File: src/rtl/scan8_4b_if.sv
// rtl/scan8_4b_if.sv - write/scan control inputs and mux-facing outputs of scan8_4b
interface scan8_4b_if;
  logic       we;
  logic [2:0] waddr;
  logic [3:0] wdata;
  logic       en;
  logic       step;
  logic [3:0] i0, i1, i2, i3, i4, i5, i6, i7;
  logic [2:0] s;
  logic       tick;
  logic       frame;

  modport master (
    output we, waddr, wdata, en, step,
    input  i0, i1, i2, i3, i4, i5, i6, i7, s, tick, frame
  );

  modport slave (
    input  we, waddr, wdata, en, step,
    output i0, i1, i2, i3, i4, i5, i6, i7, s, tick, frame
  );
endinterface

File: src/rtl/scan8_4b.sv
// rtl/scan8_4b.sv - 8x4-bit register bank with cyclic 3-bit select for an 8:1 nibble mux
module scan8_4b #(
  parameter int DIV = 4
) (
  input  logic        clk,
  input  logic        rst,
  scan8_4b_if.slave   bus
);
  localparam int CW = (DIV > 1) ? $clog2(DIV) : 1;
  localparam logic [CW-1:0] CMAX = CW'(DIV - 1);

  logic [3:0]    bank [8];
  logic [CW-1:0] cnt;
  logic [2:0]    s_q;
  logic          tick_q;
  logic          frame_q;
  logic          advance;

  // step only counts while the dwell counter is stopped
  assign advance = bus.en ? (cnt == CMAX) : bus.step;

  always_ff @(posedge clk) begin
    if (rst) begin
      for (int k = 0; k < 8; k++) bank[k] <= 4'h0;
    end else if (bus.we) begin
      bank[bus.waddr] <= bus.wdata;
    end
  end

  always_ff @(posedge clk) begin
    if (rst) begin
      cnt     <= '0;
      s_q     <= 3'd0;
      tick_q  <= 1'b0;
      frame_q <= 1'b0;
    end else begin
      if (bus.en)
        cnt <= (cnt == CMAX) ? '0 : cnt + 1'b1;
      else if (bus.step)
        cnt <= '0;
      if (advance)
        s_q <= s_q + 3'd1;
      tick_q  <= advance;
      frame_q <= advance && (s_q == 3'd7);
    end
  end

  assign bus.i0    = bank[0];
  assign bus.i1    = bank[1];
  assign bus.i2    = bank[2];
  assign bus.i3    = bank[3];
  assign bus.i4    = bank[4];
  assign bus.i5    = bank[5];
  assign bus.i6    = bank[6];
  assign bus.i7    = bank[7];
  assign bus.s     = s_q;
  assign bus.tick  = tick_q;
  assign bus.frame = frame_q;
endmodule
File: src/flat_wrapper.sv
// flat-port wrapper written by rule: the top's interface ports become plain ports
module scan8_4b_flat 
#(
  parameter int DIV = 4
)
  (clk, rst, bus_we, bus_waddr, bus_wdata, bus_en, bus_step, bus_i0, bus_i1, bus_i2, bus_i3, bus_i4, bus_i5, bus_i6, bus_i7, bus_s, bus_tick, bus_frame);
  scan8_4b_if bus_i ();
  input  logic clk;
  input  logic rst;
  input wire logic [$bits(bus_i.we)-1:0] bus_we;
  input wire logic [$bits(bus_i.waddr)-1:0] bus_waddr;
  input wire logic [$bits(bus_i.wdata)-1:0] bus_wdata;
  input wire logic [$bits(bus_i.en)-1:0] bus_en;
  input wire logic [$bits(bus_i.step)-1:0] bus_step;
  output wire logic [$bits(bus_i.i0)-1:0] bus_i0;
  output wire logic [$bits(bus_i.i1)-1:0] bus_i1;
  output wire logic [$bits(bus_i.i2)-1:0] bus_i2;
  output wire logic [$bits(bus_i.i3)-1:0] bus_i3;
  output wire logic [$bits(bus_i.i4)-1:0] bus_i4;
  output wire logic [$bits(bus_i.i5)-1:0] bus_i5;
  output wire logic [$bits(bus_i.i6)-1:0] bus_i6;
  output wire logic [$bits(bus_i.i7)-1:0] bus_i7;
  output wire logic [$bits(bus_i.s)-1:0] bus_s;
  output wire logic [$bits(bus_i.tick)-1:0] bus_tick;
  output wire logic [$bits(bus_i.frame)-1:0] bus_frame;
  assign bus_i.we = bus_we;
  assign bus_i.waddr = bus_waddr;
  assign bus_i.wdata = bus_wdata;
  assign bus_i.en = bus_en;
  assign bus_i.step = bus_step;
  assign bus_i0 = bus_i.i0;
  assign bus_i1 = bus_i.i1;
  assign bus_i2 = bus_i.i2;
  assign bus_i3 = bus_i.i3;
  assign bus_i4 = bus_i.i4;
  assign bus_i5 = bus_i.i5;
  assign bus_i6 = bus_i.i6;
  assign bus_i7 = bus_i.i7;
  assign bus_s = bus_i.s;
  assign bus_tick = bus_i.tick;
  assign bus_frame = bus_i.frame;
  scan8_4b #(.DIV(DIV)) u_core (.clk(clk), .rst(rst), .bus(bus_i));
endmodule
File: config.mk
export PLATFORM = sky130hd
export DESIGN_NAME = scan8_4b_flat
export DESIGN_NICKNAME = d
export VERILOG_FILES = /design/src/rtl/scan8_4b_if.sv /design/src/rtl/scan8_4b.sv /design/src/flat_wrapper.sv
export SDC_FILE = /design/constraint.sdc
export NUM_CORES = 1
export LEC_CHECK = 0
export CAP_MARGIN = 15
export CORE_MARGIN = 5
export CORE_UTILIZATION = 45
export CTS_CLUSTER_DIAMETER = 200
export DETAILED_ROUTE_END_ITERATION = 6
export PLACE_DENSITY = 0.77
export SKIP_LAST_GASP = 1
export SLEW_MARGIN = 20
export SYNTH_ARGS = -nofsm -noshare
export SYNTH_HDL_FRONTEND = slang
export SYNTH_SLANG_ARGS = --single-unit
export TNS_END_PERCENT = 100
File: constraint.sdc
create_clock -name clk -period 2.7 [get_ports clk]
set_input_delay 0.54 -clock clk [delete_from_list [all_inputs] [get_ports clk]]
set_output_delay 0.54 -clock clk [all_outputs]
set_load 0.01 [all_outputs]
* Word level (Yosys, flattened, before mapping)
Memory sizes are Yosys's and may differ from the RTL's. Index checks and enable logic that the tools add are counted.
Storage, ports and cells: latch bits 0, input port bits 12, memories 1, memory bits (read-only) 0, bits in registers 7, bits in writable memories 32
Operators by class: muxes and demuxes 12, shift-type cells 0, magnitude comparators 0, divide/modulo/power cells 0, reductions and logical operators 3, bitwise operators 0, add/sub/neg operators 2, multiply operators 0, equal/unequal tests 2
Memories:
- u_core.bank | depth 8, width 4, read ports 8, clocked after memory_dff 0, write ports 8, line scan8_4b.sv:12 | logic [3:0] bank [8];
Operators by type and width (count):
- $mux W1 | 7
- $mux W2 | 3
- $mux W4 | 1
- $reduce_or A4 Y1 | 1
- $add A3 B1 Y3 const B | 1
- $eq A3 B3 Y1 const B | 1
- $mux W3 | 1
- $add A2 B1 Y2 const B | 1
- $eq A2 B2 Y1 const B | 1
- $reduce_bool A2 Y1 | 1
- $logic_and A1 B1 Y1 | 1

* Depth between registers and ports, before layout
word-level depth 5, gate-level depth with buffers 4, gate-level depth less buffers 4

* Worst setup path after synthesis
No wires, ideal clock.
path kind input to register, from input bus_waddr[2], to memory u_core.bank[0][0] (enable), data arrival time 1.251 ns, stages on the path 3, library setup time 0.338 ns, data required time 2.362 ns, path slack 1.111 ns, path buffers 1, cell sequence or2_2 buf_2 o21bai_1
RTL lines:
- from (decl) | line flat_wrapper.sv:11 | input wire logic [$bits(bus_i.waddr)-1:0] bus_waddr;
- to (decl) | line scan8_4b.sv:12

* Final worst setup path
from register u_core.s_q[0] (netlist: u_core.bus.s[0]), to output bus_s[0]
RTL lines:
- from (decl) | line scan8_4b.sv:14 | logic [2:0] s_q;
- from (signal assigned) | line scan8_4b.sv:42 | s_q <= s_q + 3'd1;
- to (decl) | line flat_wrapper.sv:23 | output wire logic [$bits(bus_i.s)-1:0] bus_s;
No word-level cell between the ends.

==> impl_metrics.sql <==
INSERT INTO impl_metrics (metric_group, metric, value, unit) VALUES
('clock_network', 'cts_resized', '0', ''),
('setup_path', 'worstPathArrival', '1290', 'ps'),
('synthesis', 'synth.distinct_cells', '19', ''),
('setup_path', 'path_buf_inv', '1', ''),
('synthesis', 'synth_seq_cells', '39', ''),
('run_status', 'run_status', 'finished, final reports clean', ''),
('setup_path', 'worstPathRequired', '2160', 'ps'),
('place', 'portBuffers', '48', ''),
('timing', 'worst_clock_skew', '1.09', 'ps'),
('clock_network', 'cts-root-to-sink-buffers', '2', ''),
('cells_and_area', 'design.final.nets', '185', ''),
('route', 'drt_iter0_drc', '57', ''),
('synthesis', 'synth-warning-count', '0', ''),
('synthesis', 'synthesis.area_per_instance', '13.2', 'sq um'),
('timing', 'pins_over_slew_limit', '0', ''),
('timing', 'report.final.setup_viol', '0', ''),
('min_path', 'min_to', 'u_core.bus.s[1]$_SDFFE_PP0P_', ''),
('setup_path', 'crit_path_max_fanout', '4', ''),
('clock_network', 'postCtsSetupRepairBufs', '0', ''),
('die', 'ios', '49', ''),
('cells_and_area', 'antenna_cells', '0', ''),
('route', 'route.detailed.drc', '0', ''),
('route', 'firstDrtPassIters', '4', ''),
('timing', 'period_share', '67.8', '%'),
('route', 'total_vias_in_the_final_route', '1105', ''),
('setup_path', 'startpoint_type', 'register', ''),
('global_routing', 'grt.overflow.total', '0', ''),
('setup_path', 'worst_r2r_startpoint', 'u_core.cnt[0]$_SDFFE_PP0P_', ''),
('clock_network', 'htreeDepth', '2', ''),
('clock_network', 'cts_hold_repair_buffers', '0', ''),
('clock_network', 'latest_clock_arrival_within_the_worst_skew_pair', '340', 'ps'),
('place', 'globalplace.congestion', '0.796', ''),
('die', 'initial_cell_density_of_the_core', '47.0', '%'),
('setup_path', 'path_class', 'register to output port', ''),
('pwr', 'power_density', '565', 'mW/mm^2'),
('job', 'drv_cap', '0', ''),
('synthesis', 'synth_area_leaders', 'edfxtp_1 (60%), dfxtp_1 (8.8%), nor2_1 (8.0%), o21bai_1 (3.8%), nand4bb_1 (2.8%)', ''),
('route', 'drt-total-wl', '3.21', 'mm'),
('synthesis', 'synthDominantCellAreaShare', '60.3', '%'),
('die', 'fp.dieArea', '0.00483', 'sq mm'),
('setup_path', 'r2r.worst_path.cells', '3', ''),
('pwr', 'power.ir.vdd_worst', '321', 'uV'),
('clock_network', 'cts_inserted_buffers', '5', ''),
('min_path', 'holdCritPathClass', 'register to register', ''),
('synthesis', 'yosysSeqAreaShare', '69.1', '%'),
('global_routing', 'grt_max_degree', '21', ''),
('global_routing', 'antenna_found_initial', '0', ''),
('timing', 'fmaxAchievable', '0.546', 'GHz'),
('min_path', 'holdPathStages', '2', ''),
('timing', 'whs', '504', 'ps'),
('die', 'num_rows', '21', ''),
('timing', 'slew_headroom', '59.2', '%'),
('setup_path', 'crit_path_cell_trace', 'clkdlybuf4s50_1', ''),
('timing', 'setup-tns-final', '0', 'ps'),
('cells_and_area', 'area_growth_from_synthesis_to_layout', '37.3', '%'),
('route', 'wl_per_cell', '14.8', 'microns'),
('cells_and_area', 'drive_gt1_share', '6.43', '%'),
('synthesis', 'synth_area', '0.00159', 'sq mm'),
('die', 'chipWidth', '69.5', 'microns'),
('timing', 'hold_violations', '0', ''),
('timing', 'final_period_minus_worst_setup_slack', '1830', 'ps'),
('pwr', 'leakage', '0.767', 'nW'),
('global_routing', 'via_count_of_the_first_global_routing_pass', '1149', ''),
('synthesis', 'yosysTopAreaCell', 'edfxtp_1', ''),
('setup_path', 'timing.critical_path.to_type', 'output port', ''),
('die', 'core', '0.00339', 'sq mm'),
('clock_network', 'tritoncts', 'yes', ''),
('setup_path', 'reg2reg_slack', '1360', 'ps'),
('synthesis', 'synth.net_count', '136', ''),
('setup_path', 'critPathTopFamily', 'buffers and inverters', ''),
('route', 'drtAntennaViolNets', '0', '');
## registers in the layout, indices dropped and copies added (netlist names)
register	flops
u_core.bank	32
u_core.bus.s	3
u_core.cnt	2
u_core.bus.frame	1
u_core.bus.tick	1
## per-layer routing
layer | share of wire (%) | vias up | track usage [%]
met3 | 10 | 4 | 7.83
met1 | 40 | 526 | 15.3
met5 | 0 | - | 0
met2 | 49 | 47 | 23.0
met4 | 0.97 | 0 | 5.64
li1 | - | 528 | -
## how the worst max path moves through the flow
stage / start / end / slack, ps / cells past startpoint
after floorplan: bus_waddr[2] / u_core.bank[0][0]$_SDFFCE_PN0P_ / 1110 / 3
after global placement: bus_waddr[2] / u_core.bank[0][1]$_SDFFCE_PN0P_ / 670 / 3
after detailed placement: rst / u_core.bank[4][3]$_SDFFCE_PN0P_ / 600 / 3
after CTS: u_core.bus.s[0]$_SDFFE_PP0P_ / bus_s[0] / 850 / 1
after global routing: u_core.bus.s[0]$_SDFFE_PP0P_ / bus_s[0] / 780 / 1
final: u_core.bus.s[0]$_SDFFE_PP0P_ / bus_s[0] / 870 / 1
## cell usage in the layout (no fill, tap or decap), types with 2 or more instances in the layout
| cell | instances |
|---|---|
| ha_1 | 3 |
| clkdlybuf4s50_1 | 48 |
| nand4b_1 | 4 |
| or3b_1 | 3 |
| clkbuf_4 | 5 |
| a21oi_1 | 2 |
| nor2_1 | 34 |
| mux2i_1 | 2 |
| nand4bb_1 | 4 |
| o21bai_1 | 8 |
| edfxtp_1 | 32 |
| nand2b_1 | 7 |
| nand2_1 | 3 |
| dfxtp_1 | 7 |
## logic make-up after synthesis
logic type / synth area share, %
compound gates: 4.40
fa+ha+maj: 2.36
buf+inv: 1.73
flops: 69.1
mux: 3.06
simple gates: 19.4
## report_power, final
part           internal (mW)  switching [mW]
Sequential             0.686          0.0123
Clock                  0.190           0.181
Combinational         0.0910          0.0753
Total                  0.968           0.269
## synth_stat cells
library cell  count
a21oi_1           2
buf_2             1
clkbuf_1          6
dfxtp_1           7
edfxtp_1         32
ha_1              3
mux2_4            1
mux2i_1           2
mux2i_2           1
nand2_1           3
nand2b_1          7
nand4b_1          4
nand4bb_1         4
nor2_1           34
nor2b_1           1
nor3b_1           1
o21bai_1          8
or2_2             1
or3b_1            3
## per-stage QoR
stage                     instances  area, sq um  setup slack [ps]  power, mW  util (%)
after detailed placement        209         2110               597      0.881      62.3
after global placement          209         2110               673      0.875      62.3
final                           217         2190               869       1.24      64.6
after CTS                       217         2190               846       1.25      64.6
after global routing            217         2190               779       1.29      64.6
after floorplan                 121         1590              1110      0.780         -
## final cells by class
cell class                 instances  area (sq um)
fill                             255          1200
sequential                        39          1100
timing repair buffer              49           488
multi-input combinational         75           465
tap                               46          57.6
clock inverter                     3          38.8
clock buffer                       5          37.5
(Power assumes the default switching activity.)
